$ cat src/rtl/noc_vc_credit_control.sv
// Per-output-port credit and open-packet tracker for each virtual channel.
// Produces the per-VC ready vector used by VC arbitration and sticky
// flow-control protocol error flags.
module noc_vc_credit_control #(
    parameter  int unsigned CHANNELS      = 2,
    parameter  int unsigned CREDITS       = 4,
    parameter  int unsigned SOP_THRESHOLD = 1,
    localparam int unsigned CREDIT_W      = $clog2(CREDITS + 1)
) (
    input  logic                         noc_clk,
    input  logic                         noc_rst_n,
    input  logic                         flit_valid,
    input  logic [CHANNELS-1:0]          flit_vc,
    input  logic                         flit_sop,
    input  logic                         flit_eop,
    input  logic [CHANNELS-1:0]          credit_return,
    input  logic                         err_clear,
    output logic [CHANNELS-1:0]          vc_ready,
    output logic [CHANNELS-1:0]          vc_busy,
    output logic [CHANNELS*CREDIT_W-1:0] credit_count,
    output logic                         error,
    output logic [3:0]                   error_vec
);

    localparam int unsigned ERR_ZERO_SEND = 0;
    localparam int unsigned ERR_OVERFLOW  = 1;
    localparam int unsigned ERR_SOP_OPEN  = 2;
    localparam int unsigned ERR_BODY_IDLE = 3;

    typedef enum logic {
        ST_IDLE = 1'b0,
        ST_OPEN = 1'b1
    } vc_state_t;

    logic [CREDIT_W-1:0] r_cnt [CHANNELS];
    vc_state_t           r_state [CHANNELS];
    logic [CHANNELS-1:0] r_busy;
    logic [3:0]          r_err;
    logic                r_error;

    logic [CREDIT_W-1:0] w_cnt_nxt [CHANNELS];
    vc_state_t           w_state_nxt [CHANNELS];
    logic [CHANNELS-1:0] w_send;
    logic                w_onehot;
    logic [3:0]          w_err_set;
    logic [3:0]          w_err_nxt;

    // A flit only counts against a VC when flit_vc names exactly one VC
    always_comb begin
        w_onehot = (flit_vc != '0) && ((flit_vc & (flit_vc - CHANNELS'(1))) == '0);
        w_send   = (flit_valid && w_onehot) ? flit_vc : '0;
    end

    // Next credit count, next packet state and newly detected errors per VC
    always_comb begin
        w_err_set = '0;
        if (flit_valid && !w_onehot) begin
            w_err_set[ERR_BODY_IDLE] = 1'b1;
        end
        for (int i = 0; i < CHANNELS; i++) begin
            w_cnt_nxt[i]   = r_cnt[i];
            w_state_nxt[i] = r_state[i];

            // Simultaneous send and return cancel out
            if (w_send[i] && !credit_return[i]) begin
                if (r_cnt[i] == '0) begin
                    w_err_set[ERR_ZERO_SEND] = 1'b1;
                end else begin
                    w_cnt_nxt[i] = r_cnt[i] - CREDIT_W'(1);
                end
            end else if (!w_send[i] && credit_return[i]) begin
                if (r_cnt[i] == CREDIT_W'(CREDITS)) begin
                    w_err_set[ERR_OVERFLOW] = 1'b1;
                end else begin
                    w_cnt_nxt[i] = r_cnt[i] + CREDIT_W'(1);
                end
            end

            if (w_send[i]) begin
                if (r_state[i] == ST_IDLE) begin
                    if (flit_sop) begin
                        w_state_nxt[i] = flit_eop ? ST_IDLE : ST_OPEN;
                    end else begin
                        w_err_set[ERR_BODY_IDLE] = 1'b1;
                    end
                end else begin
                    // A stray head on an open VC is flagged and treated as body
                    if (flit_sop) begin
                        w_err_set[ERR_SOP_OPEN] = 1'b1;
                    end
                    if (flit_eop) begin
                        w_state_nxt[i] = ST_IDLE;
                    end
                end
            end
        end
    end

    // New errors win over a same-cycle clear
    always_comb begin
        w_err_nxt = (err_clear ? 4'b0000 : r_err) | w_err_set;
    end

    // State registers; synchronous reset dominates every other input
    always_ff @(posedge noc_clk) begin
        if (!noc_rst_n) begin
            for (int i = 0; i < CHANNELS; i++) begin
                r_cnt[i]   <= CREDIT_W'(CREDITS);
                r_state[i] <= ST_IDLE;
            end
            r_busy  <= '0;
            r_err   <= '0;
            r_error <= 1'b0;
        end else begin
            for (int i = 0; i < CHANNELS; i++) begin
                r_cnt[i]   <= w_cnt_nxt[i];
                r_state[i] <= w_state_nxt[i];
                r_busy[i]  <= (w_state_nxt[i] == ST_OPEN);
            end
            r_err   <= w_err_nxt;
            r_error <= |w_err_nxt;
        end
    end

    // Ready depends on registered state only: idle VCs need the start threshold
    always_comb begin
        for (int i = 0; i < CHANNELS; i++) begin
            if (r_state[i] == ST_IDLE) begin
                vc_ready[i] = (r_cnt[i] >= CREDIT_W'(SOP_THRESHOLD));
            end else begin
                vc_ready[i] = (r_cnt[i] >= CREDIT_W'(1));
            end
            credit_count[i*CREDIT_W +: CREDIT_W] = r_cnt[i];
        end
    end

    assign vc_busy   = r_busy;
    assign error_vec = r_err;
    assign error     = r_error;

endmodule
$ cat config.mk
export PLATFORM = sky130hd
export DESIGN_NAME = noc_vc_credit_control
export DESIGN_NICKNAME = d
export VERILOG_FILES = /design/src/rtl/noc_vc_credit_control.sv
export SDC_FILE = /design/constraint.sdc
export NUM_CORES = 1
export LEC_CHECK = 0
export CORE_AREA = 4 4 48 50
export CTS_CLUSTER_DIAMETER = 50
export DETAILED_ROUTE_END_ITERATION = 6
export DIE_AREA = 0 0 52 54
export PLACE_DENSITY = 0.76
export SLEW_MARGIN = 25
export SYNTH_ARGS = -nofsm -noshare
export SYNTH_HDL_FRONTEND = slang
export SYNTH_SLANG_ARGS = --single-unit
$ cat constraint.sdc
create_clock -name noc_clk -period 1.97 [get_ports noc_clk]
set_input_delay 0.197 -clock noc_clk [delete_from_list [all_inputs] [get_ports noc_clk]]
set_output_delay 0.197 -clock noc_clk [all_outputs]
set_load 0.02 [all_outputs]
==> results <==
==> critical path: stages <==
cell	delay (ns)
clkdlybuf4s50_1	0.48
and2b_2	0.23
nand2_1	0.09
inv_1	0.06
ha_2	0.19
nand2_1	0.07
o22ai_1	0.09
or3_1	0.38
o31a_1	0.27
==> power groups by stage <==
stage,sequential [mW],clock [mW],combinational (mW)
floorplan,0.373,0,0.182
global placement,0.337,0,0.350
detailed placement,0.339,0,0.359
CTS,0.332,0.172,0.361
global route,0.340,0.181,0.415
finish,0.334,0.168,0.374
==> placed cells by master (no fill, tap or decap), drive strengths merged <==
cell type	synthesis	final
a211oi	6	6
a21oi	4	4
a221o	1	1
a22oi	1	1
a31oi	1	1
and2	3	3
and2b	2	2
buf	1	11
clkbuf	0	4
clkdlybuf4s50	0	22
dfxtp	13	13
dlygate4sd2	0	2
ha	12	12
inv	11	11
mux2i	2	2
nand2	6	6
nand2b	1	1
nand3	1	1
nand4b	2	2
nor2	6	6
nor2b	2	2
o21a	1	1
o21ai	1	1
o22ai	2	2
o31a	1	1
or3	1	1
or4	2	2
xnor2	6	6
xor2	2	2
==> state kept, by name, indices dropped and copies added (netlist names) <==
name,cells
r_cnt,6
error_vec,4
vc_busy,2
error,1
==> cell families after synthesis <==
logic type / after synthesis
xor+xnor: 8
fa+ha+maj: 12
simple gates: 26
mux: 2
buf+inv: 12
compound gates: 18
flops: 13
==> routing by layer <==
| metal | wire length [µm] | share of wire | global-route usage | up-vias |
|---|---|---|---|---|
| li1 | - | - | - | 384 |
| met4 | 26 | 0.014 | 0.0786 | 0 |
| met2 | 889 | 0.48 | 0.257 | 21 |
| met3 | 111 | 0.060 | 0.0360 | 4 |
| met1 | 831 | 0.45 | 0.157 | 331 |
| met5 | 0 | 0 | 0 | - |
==> layout make-up <==
cell class,count,area [µm²]
clock buffers,4,26.3
fillers,169,682
inverters,11,41.3
multi-input cells,66,537
flip-flops and latches,13,262
well taps,27,33.8
repair buffers,35,320
==> timing repair <==
item                       in CTS  in global routing
gates resized for setup         2                  6
buffers inserted                0                  0
setup endpoints to repair       2                  7
gates cloned                    0                  0
pin swaps                       0                  1
==> stage by stage <==
| step | cell area [µm²] | setup WS [ns] | TNS [ns] | hold WS, ns |
|---|---|---|---|---|
| finish | 1220 | 0.0976 | 0 | 0.511 |
| CTS | 1200 | 0.0154 | 0 | 0.506 |
| floorplan | 830 | 0.242 | 0 | 0.259 |
| global route | 1220 | -0.00927 | -0.0168 | 0.522 |
| detailed placement | 1170 | -0.254 | -1.34 | 0.514 |
| global placement | 1170 | -0.209 | -1.03 | 0.498 |
==> final timing paths <==
check	from	end	slack, ns	cells past startpoint
max reg2reg	r_cnt[0][0]	error	0.24	6
min reg2reg	error_vec[1]	error_vec[1]	0.52	2
min	flit_eop	vc_busy[1]	0.51	2
max	flit_vc[1]	error	0.1	9
==> results.txt <==
cell taking the most area after synthesis: dfxtp_1
clock root cell: clkbuf_4
total number of vias: 740
Detail Route Antenna Nets: 0
post-detailed-route wirelength per cell: 11.9 µm
pin count of the biggest net entering global routing: 8
Nets: 152
first-pass GRT wire length: 2.99 mm
LEAKAGE: 0.478 nW
initial DRC count: 4
clock power share: 0.192
Util after Layout: 0.641
Synth Area in Adders: 0.181
Peak VDD IR: 0.478 mV
TritonCTS Buffers: 3
Clock Latency Late Sink: 0.28 ns
Die Wd: 52 µm
DP Cell Count: 152
Syn Area/Cell: 9.12 µm²
maximum clock rate: 0.534 GHz
area of the die: 2810 µm²
share of layout cells above drive strength 1: 0.186
total core area: 1900 µm²
Yosys reg bits: 13
outcome: finished clean
syn_nets: 113
hold-fix buffers at CTS: 0
post-synth cell types: 28
post-synthesis simple-gate area fraction: 0.186
Synth Cell Area: 830 µm²
initial antenna violation count: 0
Power Total: 0.875 mW
Longest Clk Path Bufs: 2
Int Power: 0.563 mW
Reg clk slew, reported paths: 0.08 ns
max-cap violations: 0
post-synthesis mux area share: 0.0241
Synth Instances: 91
final WL: 1.86 mm
final hold viol count: 0
ANT cells: 0
Total GRT Usage: 0.145
yosys warns: 0
most instantiated cells after synthesis: dfxtp_1, ha_1, inv_1
main flop type after synthesis: dfxtp_1
Setup Crit Path Kind: in -> reg
worst path required time: 2.14 ns
die height: 54 µm
fin cells: 156
Site Rows: 16
top cells by area, synth: dfxtp_1, ha_1, xnor2_1, a211oi_1, inv_1
CP endpoint kind: flop
power share of the combinational group: 0.427
Net Switching: 0.312 mW
# DRC: 0
IO Count: 25
PortBufs: 24
crit start category: input pin
Tcrit/Tclk final: 0.950
CP max FO: 3
complex-gate fraction of the synthesized area: 0.148
sequential area share after synthesis: 0.314
slew at the pin closest to its max-slew limit: 0.290 ns
H-tree lvl count: 1
most common cell in the netlist: dfxtp_1
vias per cell: 4.74
sequential share of power: 0.381
CP Data Arrival Time: 2.05 ns
routability cong.: 0.749
Synth async-reset ratio: 0
max-slew violation count: 0
Synth Area in XOR/XNOR: 0.0845
clk sinks: 13
DR pass1 iterations: 4
Cell Pwr Density: 718 nW/µm²
Synth top area share: 0.314
area grow syn2layout: 47.1%
switching part of the total power: 0.357
vias in the first global route: 770
largest family of logic cells by synthesized area: simple AND/OR/NAND/NOR gates
HP Class: in -> reg
CTS tree: built
Post-synth EDFFs: 0
Final Critical Period: 1.87 ns
DP Wirelength: 1.44 mm
Initial Util: 0.436
Setup-failing EPs final: 0
gr ovfl total: 0
clock skew: 0.00206 ns
slew margin rel.: 0.806
No activity file was read; power rests on OpenSTA's default activity.
